===== src/rtl/reorder_buffer_if.sv =====
// reorder_buffer_if: allocation, completion and in-order output ports of the reorder buffer
interface reorder_buffer_if #(
  parameter int DATA_WIDTH = 8,
  parameter int DEPTH = 4,
  parameter int TAG_WIDTH = (DEPTH > 1) ? $clog2(DEPTH) : 1
);
  logic                  alloc_valid_i;
  logic                  alloc_ready_o;
  logic [TAG_WIDTH-1:0]  alloc_tag_o;
  logic                  rsp_valid_i;
  logic [TAG_WIDTH-1:0]  rsp_tag_i;
  logic [DATA_WIDTH-1:0] rsp_data_i;
  logic                  out_valid_o;
  logic [DATA_WIDTH-1:0] out_data_o;
  logic                  out_ready_i;
  logic [TAG_WIDTH:0]    count_o;
  logic                  err_o;
  modport master (
    output alloc_valid_i, rsp_valid_i, rsp_tag_i, rsp_data_i, out_ready_i,
    input  alloc_ready_o, alloc_tag_o, out_valid_o, out_data_o, count_o, err_o
  );
  modport slave (
    input  alloc_valid_i, rsp_valid_i, rsp_tag_i, rsp_data_i, out_ready_i,
    output alloc_ready_o, alloc_tag_o, out_valid_o, out_data_o, count_o, err_o
  );
endinterface


===== src/rtl/reorder_buffer.sv =====
// reorder_buffer: hands out slot tags, accepts tagged completions in any order, releases them in allocation order
module reorder_buffer #(
  parameter int DATA_WIDTH = 8,
  parameter int DEPTH = 4,
  parameter int TAG_WIDTH = (DEPTH > 1) ? $clog2(DEPTH) : 1
) (
  input logic             clk_i,
  input logic             rst_i,
  reorder_buffer_if.slave bus
);
  localparam logic [TAG_WIDTH-1:0] LAST = TAG_WIDTH'(DEPTH - 1);
  localparam logic [TAG_WIDTH-1:0] TAG_ONE = TAG_WIDTH'(1);
  localparam logic [TAG_WIDTH:0]   FULL = (TAG_WIDTH + 1)'(DEPTH);
  localparam logic [TAG_WIDTH:0]   CNT_ONE = (TAG_WIDTH + 1)'(1);
  logic [TAG_WIDTH-1:0]  head_q, head_d, tail_q, tail_d;
  logic                  head_wrap_q, head_wrap_d, tail_wrap_q, tail_wrap_d;
  logic [DEPTH-1:0]      alloc_q, alloc_d, done_q, done_d;
  logic [TAG_WIDTH:0]    count_q, count_d;
  logic                  err_q, err_d;
  logic [DATA_WIDTH-1:0] data_q [DEPTH];
  logic [DEPTH-1:0]      head_oh, tail_oh, rsp_oh;
  logic                  do_alloc, do_pop, rsp_ok, tag_in_rng;
  assign bus.alloc_ready_o = count_q < FULL;
  assign bus.alloc_tag_o   = tail_q;
  assign bus.out_valid_o   = |(done_q & head_oh);
  assign bus.out_data_o    = data_q[head_q];
  assign bus.count_o       = count_q;
  assign bus.err_o         = err_q;
  // handshakes, completion legality and next-state of indices, slot bits and count
  always_comb begin
    head_oh     = DEPTH'(1) << head_q;
    tail_oh     = DEPTH'(1) << tail_q;
    tag_in_rng  = {1'b0, bus.rsp_tag_i} < FULL;
    rsp_oh      = tag_in_rng ? DEPTH'(1) << bus.rsp_tag_i : '0;
    do_alloc    = bus.alloc_valid_i && bus.alloc_ready_o;
    do_pop      = bus.out_valid_o && bus.out_ready_i;
    rsp_ok      = bus.rsp_valid_i && |(rsp_oh & alloc_q & ~done_q);
    err_d       = bus.rsp_valid_i && !rsp_ok;
    head_d      = do_pop ? (head_q == LAST ? '0 : head_q + TAG_ONE) : head_q;
    head_wrap_d = head_wrap_q ^ (do_pop && head_q == LAST);
    tail_d      = do_alloc ? (tail_q == LAST ? '0 : tail_q + TAG_ONE) : tail_q;
    tail_wrap_d = tail_wrap_q ^ (do_alloc && tail_q == LAST);
    alloc_d     = (alloc_q & ~(do_pop ? head_oh : '0)) | (do_alloc ? tail_oh : '0);
    done_d      = (done_q & ~(do_pop ? head_oh : '0)) | (rsp_ok ? rsp_oh : '0);
    count_d     = (do_alloc && !do_pop) ? count_q + CNT_ONE :
                  (!do_alloc && do_pop) ? count_q - CNT_ONE : count_q;
  end
  // control state; reset discards every outstanding transaction
  always_ff @(posedge clk_i or posedge rst_i) begin
    if (rst_i) begin
      head_q      <= '0;
      tail_q      <= '0;
      head_wrap_q <= 1'b0;
      tail_wrap_q <= 1'b0;
      alloc_q     <= '0;
      done_q      <= '0;
      count_q     <= '0;
      err_q       <= 1'b0;
    end else begin
      head_q      <= head_d;
      tail_q      <= tail_d;
      head_wrap_q <= head_wrap_d;
      tail_wrap_q <= tail_wrap_d;
      alloc_q     <= alloc_d;
      done_q      <= done_d;
      count_q     <= count_d;
      err_q       <= err_d;
    end
  end
  // completion data store; contents only matter once the slot is marked done
  always_ff @(posedge clk_i) begin
    if (rsp_ok) data_q[bus.rsp_tag_i] <= bus.rsp_data_i;
  end
endmodule


===== src/flat_wrapper.sv =====
// flat-port wrapper written by rule: the top's interface ports become plain ports
module reorder_buffer_flat 
#(
  parameter int DATA_WIDTH = 8,
  parameter int DEPTH = 4,
  parameter int TAG_WIDTH = (DEPTH > 1) ? $clog2(DEPTH) : 1
)
  (clk_i, rst_i, bus_alloc_valid_i, bus_rsp_valid_i, bus_rsp_tag_i, bus_rsp_data_i, bus_out_ready_i, bus_alloc_ready_o, bus_alloc_tag_o, bus_out_valid_o, bus_out_data_o, bus_count_o, bus_err_o);
  reorder_buffer_if #(.DATA_WIDTH(DATA_WIDTH), .DEPTH(DEPTH), .TAG_WIDTH(TAG_WIDTH)) bus_i ();
  input logic clk_i;
  input logic rst_i;
  input wire logic [$bits(bus_i.alloc_valid_i)-1:0] bus_alloc_valid_i;
  input wire logic [$bits(bus_i.rsp_valid_i)-1:0] bus_rsp_valid_i;
  input wire logic [$bits(bus_i.rsp_tag_i)-1:0] bus_rsp_tag_i;
  input wire logic [$bits(bus_i.rsp_data_i)-1:0] bus_rsp_data_i;
  input wire logic [$bits(bus_i.out_ready_i)-1:0] bus_out_ready_i;
  output wire logic [$bits(bus_i.alloc_ready_o)-1:0] bus_alloc_ready_o;
  output wire logic [$bits(bus_i.alloc_tag_o)-1:0] bus_alloc_tag_o;
  output wire logic [$bits(bus_i.out_valid_o)-1:0] bus_out_valid_o;
  output wire logic [$bits(bus_i.out_data_o)-1:0] bus_out_data_o;
  output wire logic [$bits(bus_i.count_o)-1:0] bus_count_o;
  output wire logic [$bits(bus_i.err_o)-1:0] bus_err_o;
  assign bus_i.alloc_valid_i = bus_alloc_valid_i;
  assign bus_i.rsp_valid_i = bus_rsp_valid_i;
  assign bus_i.rsp_tag_i = bus_rsp_tag_i;
  assign bus_i.rsp_data_i = bus_rsp_data_i;
  assign bus_i.out_ready_i = bus_out_ready_i;
  assign bus_alloc_ready_o = bus_i.alloc_ready_o;
  assign bus_alloc_tag_o = bus_i.alloc_tag_o;
  assign bus_out_valid_o = bus_i.out_valid_o;
  assign bus_out_data_o = bus_i.out_data_o;
  assign bus_count_o = bus_i.count_o;
  assign bus_err_o = bus_i.err_o;
  reorder_buffer #(.DATA_WIDTH(DATA_WIDTH), .DEPTH(DEPTH), .TAG_WIDTH(TAG_WIDTH)) u_core (.clk_i(clk_i), .rst_i(rst_i), .bus(bus_i));
endmodule

===== config.mk =====
export PLATFORM = sky130hd
export DESIGN_NAME = reorder_buffer_flat
export DESIGN_NICKNAME = d
export VERILOG_FILES = /design/src/rtl/reorder_buffer_if.sv /design/src/rtl/reorder_buffer.sv /design/src/flat_wrapper.sv
export SDC_FILE = /design/constraint.sdc
export NUM_CORES = 1
export LEC_CHECK = 0
export BUFFER_PORTS_ARGS = -buffer_cell sky130_fd_sc_hd__buf_2
export CAP_MARGIN = 20
export CORE_MARGIN = 2
export CORE_UTILIZATION = 55
export DETAILED_ROUTE_END_ITERATION = 10
export GPL_ROUTABILITY_DRIVEN = 0
export MAX_ROUTING_LAYER = met4
export PLACE_DENSITY_LB_ADDON = 0.08
export RECOVER_POWER = 100
export SLEW_MARGIN = 20
export SYNTH_ARGS = -nofsm -noshare
export SYNTH_HDL_FRONTEND = slang
export SYNTH_SLANG_ARGS = --single-unit

===== constraint.sdc =====
create_clock -name clk_i -period 2.8 [get_ports clk_i]
set_input_delay 0.14 -clock clk_i [delete_from_list [all_inputs] [get_ports clk_i]]
set_output_delay 0.14 -clock clk_i [all_outputs]
set_load 0.01 [all_outputs]

==> summary.txt <==
Outcome
  – Status: finished, final reports clean

STA
  – Max Fclk: 0.408 GHz
  – Final Hold Vio Count: 0
  – Slew margin rel.: 49.9%
  – Final period util: 87.6%
  – RSZ-0062 raised after global routing: false
  – Final setup viols: 0
  – Final min period: 2.45 ns
  – Worst Skew: 0.00727 ns
  – Fin. max-slew vios: 0
  – Least-Margin Pin Slew: 0.752 ns
  – Setup TNS Final: 0 ns

CTS
  – Clk_lat worst skew: 0.29 ns
  – H-tree depth: 2
  – Clock Sink Count: 48
  – Post-CTS resize count: 0
  – CTS clk-pin slew, worst paths: 0.08 ns
  – CTS Root Cell: clkbuf_8
  – CTS tree: built
  – Clock tree buffer depth: 2
  – CTS Buf Count: 5

Job
  – Max_cap viols: 0

Global route
  – Largest net degree at the start of global routing: 17
  – Vias in the first global route: 1104
  – First-pass GRT wire length: 5460 um
  – Initial antenna violation count: 0
  – All-layer global routing usage: 18.7%
  – Grt ovf: 0

Synth
  – Avg Cell Area, Syn: 17.0 um2
  – Sequential element share of the synthesized area: 66.2%
  – Post-Syn Instances: 121
  – Ranking of synthesized cells by area: edfxtp_1 (47%), dfrtp_1 (19%), mux4_2 (9.9%), ha_1 (5.5%), nor2b_1 (2.7%)
  – Yosys top cell by area: edfxtp_1
  – Synth warnings: 0
  – Yosys reg bits: 48
  – Number of distinct library cells after synthesis: 25
  – Top cell type's share of synthesized area: 46.7%
  – Syn Nets: 146
  – Synthesized cell area: 0.00206 mm2

Finish
  – Area Overhead vs Synth: 13.9%
  – Ant diodes: 0
  – Util after Layout: 64.5%
  – Post-layout nets: 183
  – Layout cells sized above 1: 17.6%
  – Post-route cell area: 0.00234 mm2

Pwr
  – Peak VDD IR: 0.000542 V
  – Overall Power: 0.00238 W
  – PwrDens: 1010 mW/mm2
  – Leak Pwr: 0.885 nW

Die
  – Die area: 0.00425 mm2
  – Core ar.: 0.00363 mm2
  – Die width: 65.2 um
  – Initial Util: 56.6%
  – Die height: 65.2 um
  – Row Count: 22
  – I/O pin cnt: 31

Critical path
  – Reg2reg end: u_core.bus.count_o[2]
  – Crit path max fanout: 7
  – CP cell instances: inv_1 -> ha_1 -> a22oi_1 -> a21bo_1 -> ha_1 -> inv_1 -> fa_1 -> xor2_1 -> nor2_1 -> xnor2_1
  – R2r setup slk: 0.35 ns
  – Delay-heaviest family, CP: adder cells
  – CP endpoint kind: flip-flop
  – Worst path slowest cell: dfrtp_1
  – Slowest cell delay on critical path: 0.48 ns
  – Worst reg2reg path startpoint: u_core.head_q[0]
  – Crit path DAT: 2.67 ns
  – Crit path buf inv count: 2
  – Worst EP required: 3.02 ns
  – Critical path type: flip-flop to flip-flop
  – Crit path launch type: flip-flop
  – Reg2reg path depth: 10

Place
  – Quantity of I/O buffers inserted on ports: 30
  – Placed Area: 0.00227 mm2
  – Final HPWL DP: 2340 um

Hold path
  – Worst Hold End: u_core.data_q[2][3]
  – Hold Path Origin: bus_rsp_data_i[3]
  – Worst Hold Class: input pin to flip-flop
  – Hold depth: 1

Detailed routing
  – Drt total wl: 3320 um
  – Vias post-DR: 1070
  – DRC errors left: 0
  – WL/cell: 16.0 um
  – 1st-pass router iterations: 5
  – 1st-iter DRT viols: 57
  – Post-route ant nets: 0
  – Vias/cell: 5.17
==> logic make-up (layout without fill, tap and decap cells) <==
family | Yosys count | count (layout) | share of synthesized area, %
flops | 48 | 48 | 66.2
simple gates | 24 | 24 | 6.87
compound gates | 13 | 13 | 5.11
mux | 12 | 12 | 11.5
buf+inv | 11 | 49 | 2.62
fa+ha+maj | 10 | 10 | 6.45
xor+xnor | 3 | 3 | 1.28
==> cell usage after synthesis <==
master,number
edfxtp_1,32
dfrtp_1,16
ha_1,9
mux4_2,9
nor2b_1,9
inv_1,7
nand2_1,7
a21o_1,4
a221o_1,4
mux2_2,3
nor2_1,3
a22oi_1,2
and4b_1,2
o21ai_0,2
xnor2_1,2
a21bo_1,1
and2b_2,1
and4_1,1
buf_2,1
buf_4,1
buf_6,1
clkbuf_1,1
fa_1,1
nor4bb_1,1
xor2_1,1
==> metrics by stage <==
stage                     cells  hold slack, ns  worst slack (ns)
final                       207          0.0963             0.346
after global routing        207           0.113             0.175
after CTS                   207          0.0496             0.343
after detailed placement    198           0.243             0.364
after global placement      198           0.239             0.529
after floorplan             121          0.0537             0.362
==> where the power goes <==
part / internal, W / leakage (nW) / switching [W]
Clock: 0.000265 / 0.0552 / 0.000207
Combinational: 0.000426 / 0.358 / 0.000452
Sequential: 0.000911 / 0.472 / 0.000117
==> state kept, by name (all words and copies together), names as in the netlist <==
name and count:
u_core.bus.err_o 1, u_core.head_q 2, u_core.done_q 4, u_core.bus.alloc_tag_o 2, u_core.data_q 32, u_core.bus.count_o 3
u_core.alloc_q 4
==> layout make-up <==
| type | instances | area (um2) |
|---|---|---|
| Fill cell | 300 | 1290 |
| Timing Repair Buffer | 34 | 146 |
| Clock buffer | 6 | 72.6 |
| Inverter | 7 | 26.3 |
| Tap cell | 48 | 60.1 |
| Sequential cell | 48 | 1360 |
| Multi-Input combinational cell | 62 | 642 |
| Clock inverter | 2 | 35.0 |
==> timing repair <==
| item | 4_1_cts | 5_1_grt |
|---|---|---|
| setup buffers | 0 | 0 |
| hold buffers | 1 | 0 |
| hold endpoints to repair | 16 | 0 |
==> layer usage <==
metal	vias up	wire length (um)	track usage, %
met3	5	129	5.31
met5	-	0	-
li1	523	-	-
met4	0	54	6.25
met1	521	1490	24.1
met2	21	1650	29.1
==> cell usage in the layout, fill, tap and decap left out <==
master / n
and2b_2: 1
edfxtp_1: 32
clkbuf_8: 5
clkbuf_1: 26
clkinv_2: 1
a221o_1: 4
buf_4: 1
mux4_2: 9
and4_1: 1
bufinv_16: 1
a22oi_1: 2
mux2_2: 3
nor2_1: 3
a21o_1: 4
a21bo_1: 1
xor2_1: 1
nor4bb_1: 1
nand2_1: 7
buf_2: 7
o21ai_0: 2
dlygate4sd3_1: 1
xnor2_1: 2
fa_1: 1
ha_1: 9
dfrtp_1: 16
inv_1: 7
and4b_1: 2
nor2b_1: 9
==> worst register-to-register path, cell delays in order, from the launching register on <==
cell and delay (ns):
dfrtp_1 0.48, inv_1 0.10, ha_1 0.24, a22oi_1 0.22
a21bo_1 0.29, ha_1 0.23, inv_1 0.06, fa_1 0.37
xor2_1 0.15, nor2_1 0.12, xnor2_1 0.12
==> worst max-delay path by stage <==
stage                            end        startpoint  depth (start not counted)  slack (ns)
2_1_floorplan  u_core.bus.count_o[2]  u_core.head_q[1]                         12        0.36
3_3_place_gp   u_core.bus.count_o[2]  u_core.head_q[0]                         10        0.53
3_5_place_dp   u_core.bus.count_o[2]  u_core.head_q[0]                         10        0.36
4_1_cts        u_core.bus.count_o[2]  u_core.head_q[0]                         10        0.34
5_1_grt        u_core.bus.count_o[2]  u_core.head_q[0]                         10        0.17
6_report       u_core.bus.count_o[2]  u_core.head_q[0]                         10        0.35
Note: power is estimated with default switching activity, not from simulation.
